File: src/rtl/debug_port_ctrl_pkg.sv
// Shared constants for the debug port controller: register addresses, command codes,
// STATUS bit positions and the sequencer state encoding.
package debug_port_ctrl_pkg;

    // Register select values on DEBUG_ADDR
    localparam logic [2:0] DBG_REG_CMD     = 3'd0;  // write side of address 0
    localparam logic [2:0] DBG_REG_STATUS  = 3'd0;  // read side of address 0
    localparam logic [2:0] DBG_REG_ADDR_LO = 3'd1;
    localparam logic [2:0] DBG_REG_ADDR_HI = 3'd2;
    localparam logic [2:0] DBG_REG_DATA_LO = 3'd3;
    localparam logic [2:0] DBG_REG_DATA_HI = 3'd4;
    localparam logic [2:0] DBG_REG_BP_LO   = 3'd5;
    localparam logic [2:0] DBG_REG_BP_HI   = 3'd6;

    // Command codes written to DBG_REG_CMD
    localparam logic [7:0] DBG_CMD_STOP       = 8'h01;
    localparam logic [7:0] DBG_CMD_RUN        = 8'h02;
    localparam logic [7:0] DBG_CMD_STEP       = 8'h03;
    localparam logic [7:0] DBG_CMD_MEM_RD     = 8'h04;
    localparam logic [7:0] DBG_CMD_MEM_WR     = 8'h05;
    localparam logic [7:0] DBG_CMD_MEM_RD_INC = 8'h06;
    localparam logic [7:0] DBG_CMD_MEM_WR_INC = 8'h07;

    // STATUS bit positions
    localparam int unsigned STATUS_HALTED_BIT = 0;
    localparam int unsigned STATUS_BP_HIT_BIT = 2;
    localparam int unsigned STATUS_ERR_BIT    = 3;
    localparam int unsigned STATUS_BUSY_BIT   = 4;

    typedef enum logic [2:0] {
        StRun      = 3'd0,
        StStopping = 3'd1,
        StHalted   = 3'd2,
        StStepping = 3'd3,
        StMem      = 3'd4
    } dbg_state_e;

    // Memory commands carry their direction in bit 0 and auto-increment in bit 1.
    function automatic logic is_mem_cmd(input logic [7:0] cmd);
        return (cmd == DBG_CMD_MEM_RD) || (cmd == DBG_CMD_MEM_WR) ||
               (cmd == DBG_CMD_MEM_RD_INC) || (cmd == DBG_CMD_MEM_WR_INC);
    endfunction

endpackage

File: src/rtl/debug_strobe_sync.sv
// Synchroniser and edge detector for one active-low asynchronous host strobe.
// Ports:
//   clk_i      system clock
//   rst_i      synchronous reset, active-high
//   strobe_ni  asynchronous active-low strobe from the pad
//   level_o    synchronised strobe level
//   fall_o     one-cycle pulse on the synchronised falling edge
//   rise_o     one-cycle pulse on the synchronised rising edge
// STAGES must be at least 2.
module debug_strobe_sync #(
    parameter int unsigned STAGES = 2
) (
    input  logic clk_i,
    input  logic rst_i,
    input  logic strobe_ni,
    output logic level_o,
    output logic fall_o,
    output logic rise_o
);

    logic [STAGES-1:0] sync_q;
    logic              prev_q;

    // Reset to the idle (high) level so leaving reset never looks like a strobe edge.
    always_ff @(posedge clk_i) begin
        if (rst_i) begin
            sync_q <= '1;
            prev_q <= 1'b1;
        end else begin
            sync_q <= {sync_q[STAGES-2:0], strobe_ni};
            prev_q <= sync_q[STAGES-1];
        end
    end

    assign level_o = sync_q[STAGES-1];
    assign fall_o  = prev_q & ~sync_q[STAGES-1];
    assign rise_o  = ~prev_q & sync_q[STAGES-1];

endmodule

File: src/rtl/debug_port_ctrl.sv
// Debug port controller: synchronises the host WRN/RDN strobes, decodes the 8-bit
// register file and sequences the CPU through run / stop / single-step / halted
// memory access.
// Ports:
//   CLK, RESET                       clock, synchronous active-high reset
//   DEBUG_DIN/DOUT/OE/ADDR/WRN/RDN   host side of the debug pad
//   DEBUG_STOP                       CPU halted under debug control
//   CPU_STOP_REQ, CPU_STOPPED        core stop handshake
//   MEM_REQ/WR/ADDR/DOUT/DIN/ACK     bus master port
//   CPU_PC                           core PC, breakpoint compare only
// Optional feature: define DEBUG_BREAKPOINT_EN for the PC breakpoint (BP_LO/BP_HI).
module debug_port_ctrl
    import debug_port_ctrl_pkg::*;
#(
    parameter int unsigned SYNC_STAGES = 2,
    parameter int unsigned ADDR_STEP   = 2
) (
    input  logic        CLK,
    input  logic        RESET,
    input  logic [7:0]  DEBUG_DIN,
    output logic [7:0]  DEBUG_DOUT,
    output logic        DEBUG_OE,
    input  logic [2:0]  DEBUG_ADDR,
    input  logic        DEBUG_WRN,
    input  logic        DEBUG_RDN,
    output logic        DEBUG_STOP,
    output logic        CPU_STOP_REQ,
    input  logic        CPU_STOPPED,
    output logic        MEM_REQ,
    output logic        MEM_WR,
    output logic [15:0] MEM_ADDR,
    output logic [15:0] MEM_DOUT,
    input  logic [15:0] MEM_DIN,
    input  logic        MEM_ACK,
    input  logic [15:0] CPU_PC
);

    localparam logic [15:0] AddrInc = 16'(ADDR_STEP);

    logic wr_level, wr_fall, wr_rise;
    logic rd_level, rd_fall, rd_rise;

    debug_strobe_sync #(.STAGES(SYNC_STAGES)) u_wr_sync (
        .clk_i    (CLK),
        .rst_i    (RESET),
        .strobe_ni(DEBUG_WRN),
        .level_o  (wr_level),
        .fall_o   (wr_fall),
        .rise_o   (wr_rise)
    );

    debug_strobe_sync #(.STAGES(SYNC_STAGES)) u_rd_sync (
        .clk_i    (CLK),
        .rst_i    (RESET),
        .strobe_ni(DEBUG_RDN),
        .level_o  (rd_level),
        .fall_o   (rd_fall),
        .rise_o   (rd_rise)
    );

    logic unused_strobe;
    assign unused_strobe = wr_fall ^ rd_level;

    dbg_state_e state_q, state_d;
    logic [7:0] addr_lo_q, addr_lo_d, addr_hi_q, addr_hi_d;
    logic [7:0] data_lo_q, data_lo_d, data_hi_q, data_hi_d;
    logic       err_q, err_d, err_set;
    logic       mem_wr_q, mem_wr_d, mem_inc_q, mem_inc_d;
    logic [7:0] dout_q, dout_d;
    logic       oe_q, oe_d;
    logic [2:0] wr_addr_q, rd_addr_q;
    logic [7:0] wr_data_q;
    logic       wr_go_q;
    logic       busy, cmd_write, reg_write, bp_hit;
    logic [7:0] status, rd_mux;
    logic [15:0] next_addr;

`ifdef DEBUG_BREAKPOINT_EN
    logic [7:0] bp_lo_q, bp_lo_d, bp_hi_q, bp_hi_d;
    logic       bp_hit_q, bp_hit_d;
    logic       bp_match;
    logic       unused_pc;

    // BP_HI[7] enables the compare; the match covers PC bits 14:0.
    assign bp_match  = bp_hi_q[7] && (CPU_PC[14:0] == {bp_hi_q[6:0], bp_lo_q});
    assign unused_pc = CPU_PC[15];
    assign bp_hit    = bp_hit_d;
`else
    logic [15:0] unused_pc;
    assign unused_pc = CPU_PC;
    assign bp_hit    = 1'b0;
`endif

    // Host write capture: DIN/ADDR track the pad while the write strobe is held low.
    always_ff @(posedge CLK) begin
        if (RESET) begin
            wr_addr_q <= '0;
            wr_data_q <= '0;
            wr_go_q   <= 1'b0;
            rd_addr_q <= '0;
        end else begin
            if (!wr_level) begin
                wr_addr_q <= DEBUG_ADDR;
                wr_data_q <= DEBUG_DIN;
            end
            wr_go_q   <= wr_rise;
            rd_addr_q <= DEBUG_ADDR;
        end
    end

    always_ff @(posedge CLK) begin
        if (RESET) begin
            state_q   <= StRun;
            addr_lo_q <= '0;
            addr_hi_q <= '0;
            data_lo_q <= '0;
            data_hi_q <= '0;
            err_q     <= 1'b0;
            mem_wr_q  <= 1'b0;
            mem_inc_q <= 1'b0;
            dout_q    <= '0;
            oe_q      <= 1'b0;
`ifdef DEBUG_BREAKPOINT_EN
            bp_lo_q   <= '0;
            bp_hi_q   <= '0;
            bp_hit_q  <= 1'b0;
`endif
        end else begin
            state_q   <= state_d;
            addr_lo_q <= addr_lo_d;
            addr_hi_q <= addr_hi_d;
            data_lo_q <= data_lo_d;
            data_hi_q <= data_hi_d;
            err_q     <= err_d;
            mem_wr_q  <= mem_wr_d;
            mem_inc_q <= mem_inc_d;
            dout_q    <= dout_d;
            oe_q      <= oe_d;
`ifdef DEBUG_BREAKPOINT_EN
            bp_lo_q   <= bp_lo_d;
            bp_hi_q   <= bp_hi_d;
            bp_hit_q  <= bp_hit_d;
`endif
        end
    end

    always_comb begin
        state_d   = state_q;
        addr_lo_d = addr_lo_q;
        addr_hi_d = addr_hi_q;
        data_lo_d = data_lo_q;
        data_hi_d = data_hi_q;
        err_set   = 1'b0;
        err_d     = err_q;
        mem_wr_d  = mem_wr_q;
        mem_inc_d = mem_inc_q;
        dout_d    = dout_q;
        oe_d      = oe_q;
        status    = 8'h00;
        rd_mux    = 8'h00;
        next_addr = {addr_hi_q, addr_lo_q} + AddrInc;
`ifdef DEBUG_BREAKPOINT_EN
        bp_lo_d   = bp_lo_q;
        bp_hi_d   = bp_hi_q;
        bp_hit_d  = bp_hit_q;
`endif

        busy      = (state_q == StStopping) || (state_q == StStepping) || (state_q == StMem);
        cmd_write = wr_go_q && (wr_addr_q == DBG_REG_CMD);
        reg_write = wr_go_q && !busy;

        // Autonomous transitions driven by the core and the bus.
        unique case (state_q)
            StRun: begin
`ifdef DEBUG_BREAKPOINT_EN
                // Only checked in RUN, so a STEP off a breakpoint address is never caught.
                if (bp_match) begin
                    state_d  = StStopping;
                    bp_hit_d = 1'b1;
                end
`endif
            end
            StStopping: if (CPU_STOPPED) state_d = StHalted;
            // Wait for the core to actually leave stop before asking it to stop again,
            // otherwise it would never execute the stepped instruction.
            StStepping: if (!CPU_STOPPED) state_d = StStopping;
            StMem: begin
                if (MEM_ACK) begin
                    state_d = StHalted;
                    if (!mem_wr_q) begin
                        data_lo_d = MEM_DIN[7:0];
                        data_hi_d = MEM_DIN[15:8];
                    end
                    if (mem_inc_q) begin
                        addr_lo_d = next_addr[7:0];
                        addr_hi_d = next_addr[15:8];
                    end
                end
            end
            StHalted: ;
            default: state_d = StRun;
        endcase

        // Commands. Busy states only ever change via the autonomous paths above.
        if (cmd_write) begin
            if (busy) begin
                err_set = 1'b1;
            end else if (wr_data_q == DBG_CMD_STOP) begin
                if (state_q == StRun) state_d = StStopping;
            end else if (wr_data_q == DBG_CMD_RUN) begin
                state_d = StRun;
`ifdef DEBUG_BREAKPOINT_EN
                bp_hit_d = 1'b0;
`endif
            end else if (wr_data_q == DBG_CMD_STEP) begin
                if (state_q == StHalted) begin
                    state_d = StStepping;
`ifdef DEBUG_BREAKPOINT_EN
                    bp_hit_d = 1'b0;
`endif
                end else begin
                    err_set = 1'b1;
                end
            end else if (is_mem_cmd(wr_data_q)) begin
                if (state_q == StHalted) begin
                    state_d   = StMem;
                    mem_wr_d  = wr_data_q[0];
                    mem_inc_d = wr_data_q[1];
                end else begin
                    err_set = 1'b1;
                end
            end else begin
                err_set = 1'b1;
            end
        end

        if (reg_write) begin
            case (wr_addr_q)
                DBG_REG_ADDR_LO: addr_lo_d = wr_data_q;
                DBG_REG_ADDR_HI: addr_hi_d = wr_data_q;
                DBG_REG_DATA_LO: data_lo_d = wr_data_q;
                DBG_REG_DATA_HI: data_hi_d = wr_data_q;
`ifdef DEBUG_BREAKPOINT_EN
                DBG_REG_BP_LO:   bp_lo_d   = wr_data_q;
                DBG_REG_BP_HI:   bp_hi_d   = wr_data_q;
`endif
                default: ;
            endcase
        end

        err_d = err_q | err_set;

        // Read mux sees next-state values so a coincident write is visible.
        status[STATUS_BUSY_BIT]   = (state_d == StStopping) || (state_d == StStepping) ||
                                    (state_d == StMem);
        status[STATUS_ERR_BIT]    = err_d;
        status[STATUS_BP_HIT_BIT] = bp_hit;
        status[STATUS_HALTED_BIT] = (state_d == StHalted) || (state_d == StMem);

        case (rd_addr_q)
            DBG_REG_STATUS:  rd_mux = status;
            DBG_REG_ADDR_LO: rd_mux = addr_lo_d;
            DBG_REG_ADDR_HI: rd_mux = addr_hi_d;
            DBG_REG_DATA_LO: rd_mux = data_lo_d;
            DBG_REG_DATA_HI: rd_mux = data_hi_d;
`ifdef DEBUG_BREAKPOINT_EN
            DBG_REG_BP_LO:   rd_mux = bp_lo_d;
            DBG_REG_BP_HI:   rd_mux = bp_hi_d;
`endif
            default:         rd_mux = 8'h00;
        endcase

        if (rd_fall) begin
            dout_d = rd_mux;
            oe_d   = 1'b1;
            if (rd_addr_q == DBG_REG_STATUS) err_d = 1'b0;
        end else if (rd_rise) begin
            oe_d = 1'b0;
        end
    end

    assign DEBUG_DOUT   = dout_q;
    assign DEBUG_OE     = oe_q;
    assign DEBUG_STOP   = (state_q == StHalted) || (state_q == StMem);
    assign CPU_STOP_REQ = (state_q == StStopping) || (state_q == StHalted) || (state_q == StMem);
    assign MEM_REQ      = (state_q == StMem);
    assign MEM_WR       = MEM_REQ & mem_wr_q;
    assign MEM_ADDR     = {addr_hi_q, addr_lo_q};
    assign MEM_DOUT     = {data_hi_q, data_lo_q};

endmodule

File: config.mk
export PLATFORM = sky130hd
export DESIGN_NAME = debug_port_ctrl
export DESIGN_NICKNAME = d
export VERILOG_FILES = /design/src/rtl/debug_port_ctrl_pkg.sv /design/src/rtl/debug_strobe_sync.sv /design/src/rtl/debug_port_ctrl.sv
export SDC_FILE = /design/constraint.sdc
export NUM_CORES = 1
export LEC_CHECK = 0
export ABC_CLOCK_PERIOD_IN_PS = 2300
export CORE_MARGIN = 3
export CORE_UTILIZATION = 40
export CTS_BUF_LIST = sky130_fd_sc_hd__clkbuf_4 sky130_fd_sc_hd__clkbuf_8 sky130_fd_sc_hd__clkbuf_16
export DETAILED_ROUTE_END_ITERATION = 12
export PLACE_DENSITY = 0.79
export SLEW_MARGIN = 20
export SYNTH_ARGS = -nofsm -noshare
export SYNTH_HDL_FRONTEND = slang
export SYNTH_SLANG_ARGS = --single-unit
File: constraint.sdc
create_clock -name CLK -period 2.3 [get_ports CLK]
set_input_delay 0.23 -clock CLK [delete_from_list [all_inputs] [get_ports CLK]]
set_output_delay 0.23 -clock CLK [all_outputs]
set_load 0.03 [all_outputs]
---- Yosys cells after proc, flatten, opt, wreduce, memory -nomap -nowiden ----
Index checks and enable logic that the tools add are counted.
operators by class
  $add $sub $neg .......................... 1
  multiply operators ...................... 0
  div/mod/pow operators ................... 0
  $lt $le $gt $ge ......................... 0
  equality and inequality tests ........... 23
  shift operators ......................... 0
  mux-type cells .......................... 45
  bitwise logic cells ..................... 12
  reductions and logical operators ........ 20
operators with widths
  kind                     count
  $mux W8                  20
  $pmux W8 S5              1
  $mux W3                  12
  $eq A8 B3 Y1 const B     4
  $eq A3 B2 Y1 const B     8
  $add A16 B2 Y16 const B  1
  $eq A8 B2 Y1 const B     2
  $eq A3 B1 Y1 const B     4
  $eq A3 B3 Y1 const B     4
  $pmux W3 S4              1
  $logic_or A1 B1 Y1       11
  $mux W1                  11
  $logic_not A3 Y1         3
  $eq A8 B1 Y1 const B     1
  $not A1 Y1               7
  $reduce_and A7 Y1        1
  $and A1 B1 Y1            4
  $logic_and A1 B1 Y1      2
  $reduce_bool A2 Y1       1
  $reduce_or A2 Y1         1
  $logic_not A1 Y1         1
  $or A1 B1 Y1             1
word-level totals
  register bits ........................... 68
  latch bits .............................. 0
  bits in writable memories ............... 0
  ROM bits ................................ 0
  input bits .............................. 49
  output and inout bits ................... 45
  logic and storage cells ................. 119
  memories ................................ 0

---- Depth between registers and ports, before layout ----
  depth in word-level cells ............... 14
  gate-level depth with buffers ........... 10
  gate-level depth less buffers ........... 7

---- By module ----
A second synthesis with hierarchy kept.
second synthesis, totals
  cell total of the unflattened synthesis .. 425
  area total of the unflattened synthesis .. 3550.9 µm²
by module, submodules not included
  module             instances  cells each  area an instance (µm²)  sequential area each (µm²)
  debug_port_ctrl    1          409         3365.7                  1241.2
  debug_strobe_sync  2          8           92.6                    60.1

---- Worst setup path before layout ----
OpenSTA, ideal clock, no wires.
  path type ............................... flip-flop to flip-flop
  start ................................... reg addr_lo_q[4]
  end ..................................... reg dout_q[7], in the netlist DEBUG_DOUT[7]
  library setup time ...................... 0.088 ns
  arrival time ............................ 1.964 ns
  data required time ...................... 2.212 ns
  slack ................................... 0.248 ns
  cell stages (with the launch flop) ...... 7
  buffers on the path ..................... 0
  period minus slack after synthesis ...... 2.052 ns
  path through ............................ dfxtp_1 nand4_2 or3_4 nor4b_4 xnor2_1 a21o_1 a311oi_2
between the ends
  longest elaborated chain between the ends .. 7
  elaborated cells on any way between the ends .. 12
  those cells by class .................... 1 x add/sub; 11 x mux
ends and longest elaborated chain
  element                 line                    text
  from (decl)             debug_port_ctrl.sv:65   logic [7:0] addr_lo_q, addr_lo_d, addr_hi_q, addr_hi_d;
  from (signal assigned)  debug_port_ctrl.sv:130  addr_lo_q <= addr_lo_d;
  $add A16 B2 Y16 *       debug_port_ctrl.sv:161  next_addr = {addr_hi_q, addr_lo_q} + AddrInc;
  $mux W8                 debug_port_ctrl.sv:194  if (mem_inc_q) begin
  $mux W8                 debug_port_ctrl.sv:188  if (MEM_ACK) begin
  $mux W8                 debug_port_ctrl.sv:173  unique case (state_q)
  $mux W8                 debug_port_ctrl.sv:238  case (wr_addr_q)
  $mux W8                 debug_port_ctrl.sv:237  if (reg_write) begin
  $pmux W8 S5 *           debug_port_ctrl.sv:260  case (rd_addr_q)
  to (signal assigned)    debug_port_ctrl.sv:137  dout_q <= dout_d;
  to (decl)               debug_port_ctrl.sv:69   logic [7:0] dout_q, dout_d;
Every way passes the cells marked *; elsewhere a longest branch is shown, timed or not.
A chain may end at the register's enable or synchronous reset.

---- Worst setup path in the final report ----
  start ................................... reg state_q[2]
  end ..................................... reg dout_q[7], in the netlist DEBUG_DOUT[7]
between the ends
  longest elaborated chain between the ends .. 7
  elaborated cells on any way between the ends .. 20
  those cells by class .................... 3 x eq/ne; 13 x mux; 4 x reduce/logical
ends and longest elaborated chain
  element                                       line                    text
  from (decl)                                   debug_port_ctrl.sv:64   dbg_state_e state_q, state_d;
  from (signal assigned)                        debug_port_ctrl.sv:113  state_q <= StRun;
  from (signal assigned)                        debug_port_ctrl.sv:129  state_q <= state_d;
  $eq A3 B1 Y1 or $eq A3 B2 Y1 (tied branches)  debug_port_ctrl.sv:168  busy = (state_q == StStopping) || (state_q == StStepping) || (state_q == StMem);
  $logic_or A1 B1 Y1 (2 in series)              debug_port_ctrl.sv:168
  $logic_not A1 Y1                              debug_port_ctrl.sv:170  reg_write = wr_go_q && !busy;
  $logic_and A1 B1 Y1                           debug_port_ctrl.sv:170
  $mux W8                                       debug_port_ctrl.sv:237
  $pmux W8 S5 *                                 debug_port_ctrl.sv:260
Marks and branches as above.

==> metrics.txt <==
1st-iter DRT viols=332; Synth Cell Area=0.00362 sq mm; CP Data Arrival Time=2420 ps; critical path type=flip-flop to flip-flop; TNS Setup=0 ps; commonest non-fill, non-tap cells in the layout=73 x clkdlybuf4s50_1, 68 x dfxtp_1, 62 x nor2_1; Max Transition Viols Final=0; Min Hold Slack=267 ps; Post-Route WL=10,300 um; cell taking the most area after synthesis=dfxtp_1; fmax=0.464 GHz; number of port buffers=77; Detailed Routing Iterations Pass 1=6; nets=564; Worst setup EP type=flip-flop; Yosys top cell area share=37.6%; max_slew headroom=56.3%; outcome=complete, no violations; # IOs=94; CTS root buffer=clkbuf_8; non-filler instance count after layout=626; hpwl dp=7570 um; Syn Nets=477; DR WL/cell=16.4 um; Worst Tran Pin Value=654 ps; initial antenna violation count=0; mean area per synthesized cell=8.49 sq um; Reg power frac=46.5%; Netlist cell types=61; TritonCTS Buffers=9; Final Hold Viols=0; P_sw=0.597 mW; postcts setup bufs=0; clk buf depth=2; diodes inserted=0; # rows=34; die width=101 um; Yosys reg bits=68; Synth area leaders=dfxtp_1 38%, nor2_1 6.4%, mux2i_1 6.4%; RePlAce Congestion=0.931; first-pass GRT wire length=15,900 um; Clock Latency Late Sink=350 ps; Initial Utilization=41.3%; largest net degree at the start of global routing=50; core footprint=0.00876 sq mm; CP max stage delay=440 ps; Die Y=101 um; Logic pwr share=6.6%; EDFF count, synth=0; dpl cells=610; grt total ovfl=0; Detail Route Antenna Nets=0; CP Cell Sequence=nand2b_1 -> nand4_2 -> buf_4 -> a2111oi_2 -> o21bai_1 -> a311oi_2; CTS tree=done; maxcap violations=0; sequential share of the synthesized area=37.6%; VDD IR max=0.437 mV; fill cell count=788; worst-path maximum fanout=13; required time of the critical path=2570 ps; PwrDens=542 mW/mm^2; Sw Share=22.9%; yosys warns=0; leak pwr=1.97 nW; routed via count=3,487; cell family with most CP delay=compound AO/OA/AOI/OAI gates; Pwr Total=2.61 mW; vias in the first global route=3,225; layout cells sized above 1=12.9%; number of H-tree levels=3; area of the multi-input gates=0.00202 sq mm; fin crit period=2150 ps; CP max stage cell=dfxtp_1; Syn-to-layout area delta=32.8%; CTS clk-pin slew, worst paths=80 ps; Die ar.=0.0102 sq mm; CP bufs+invs=1; top_reg_cell synth=dfxtp_1; register area=0.00136 sq mm; setup violators final=0; Hold Crit Class=input pin to flip-flop; Final period util=93.6%; commonest non-fill, non-tap cell in the layout=clkdlybuf4s50_1; # DRC=0; async set or reset register ratio after synthesis=0%; skew final=6.57 ps; Internal=2.01 mW; RSZ-0062 raised after global routing=false; clock group share of total power=46.9%; cells after synthesis=426; CTS sink cnt=68; CP Launch Type=flip-flop; total track usage=20.0%; Via density=5.57; # hold bufs at CTS=0
==> Yosys cell counts (all sizes together) (4+ instances only) <==
master / number
nor2b: 19
nand3: 6
a211oi: 24
xnor2: 13
a21oi: 19
mux2i: 23
a31oi: 9
nand4: 10
or2: 6
or3: 4
o21ai: 19
inv: 12
nor3: 7
clkbuf: 12
dfxtp: 68
and2: 5
buf: 20
a21o: 7
nor2: 62
nand2: 27
a22oi: 4
a311oi: 5
nor4: 5
==> logic make-up (layout without fill, tap and decap cells) <==
| kind of cell | after synthesis | after routing | share of synthesized area [%] |
|---|---|---|---|
| simple gates | 168 | 168 | 25.0 |
| compound gates | 105 | 105 | 19.9 |
| flops | 68 | 68 | 37.6 |
| buf+inv | 44 | 136 | 6.57 |
| mux | 23 | 23 | 6.37 |
| xor+xnor | 16 | 16 | 3.88 |
| fa+ha+maj | 2 | 2 | 0.692 |
==> per-layer routing <==
layer | up-vias | routed length, um | part of all wire (%) | GRT usage [%]
met5 | - | 0 | 0 | 0
met2 | 166 | 4660 | 45 | 31.3
met3 | 19 | 729 | 7.1 | 3.94
met1 | 1606 | 4670 | 45 | 26.8
met4 | 0 | 216 | 2.1 | 8.28
li1 | 1696 | - | - | -
==> layout make-up <==
class	count	area share (%)
Sequential cell	68	28.3
Multi-Input combinational cell	314	42.0
Clock buffer	9	2.58
Inverter	12	0.938
Clock inverter	7	2.58
Tap cell	108	2.81
Timing Repair Buffer	108	20.7
==> worst register-to-register path: stages, from the launching register on <==
cell and delay, ps:
dfxtp_1 440, nand2b_1 310, nand4_2 320, buf_4 290
a2111oi_2 350, o21bai_1 160, a311oi_2 200
==> path summary, 6_finish.rpt <==
kind              slack, ps             start       endpoint  depth (start not counted)
setup / recovery        150        state_q[2]  DEBUG_DOUT[7]                          6
hold / removal          270             RESET   addr_lo_q[5]                          2
hold reg to reg         390  u_wr_sync.prev_q        wr_go_q                          1
setup reg to reg        150        state_q[2]  DEBUG_DOUT[7]                          6
==> per-stage QoR <==
| stage | utilization, % | worst slack [ps] | area, sq um |
|---|---|---|---|
| floorplan | - | 248 | 3620 |
| finish | 54.8 | 147 | 4800 |
| CTS | 54.8 | 102 | 4800 |
| global route | 54.8 | 8.16 | 4800 |
| global placement | 52.0 | 16.7 | 4560 |
| detailed placement | 52.0 | -36.6 | 4560 |
==> what timing repair did <==
item | 4_1_cts | 5_1_grt
endpoints found under the setup margin | 3 | 2
resized for setup | 3 | 1
pin swaps | 0 | 0
==> power groups by stage <==
stage               logic, mW  registers [mW]  clock network, mW
detailed placement      0.170            1.24                  0
global route            0.185            1.21               1.29
CTS                     0.171            1.21               1.24
global placement        0.167            1.24                  0
finish                  0.172            1.21               1.22
floorplan              0.0863            1.23                  0
==> registers in the layout, indices dropped and copies added, names as in the netlist, 2 cells and up <==
name / cells
addr_hi_q: 8
rd_addr_q: 3
data_hi_q: 8
addr_lo_q: 8
wr_addr_q: 3
wr_data_q: 8
state_q: 3
data_lo_q: 8
DEBUG_DOUT: 8
u_rd_sync.sync_q: 2
u_wr_sync.sync_q: 2
(Power assumes the default switching activity.)
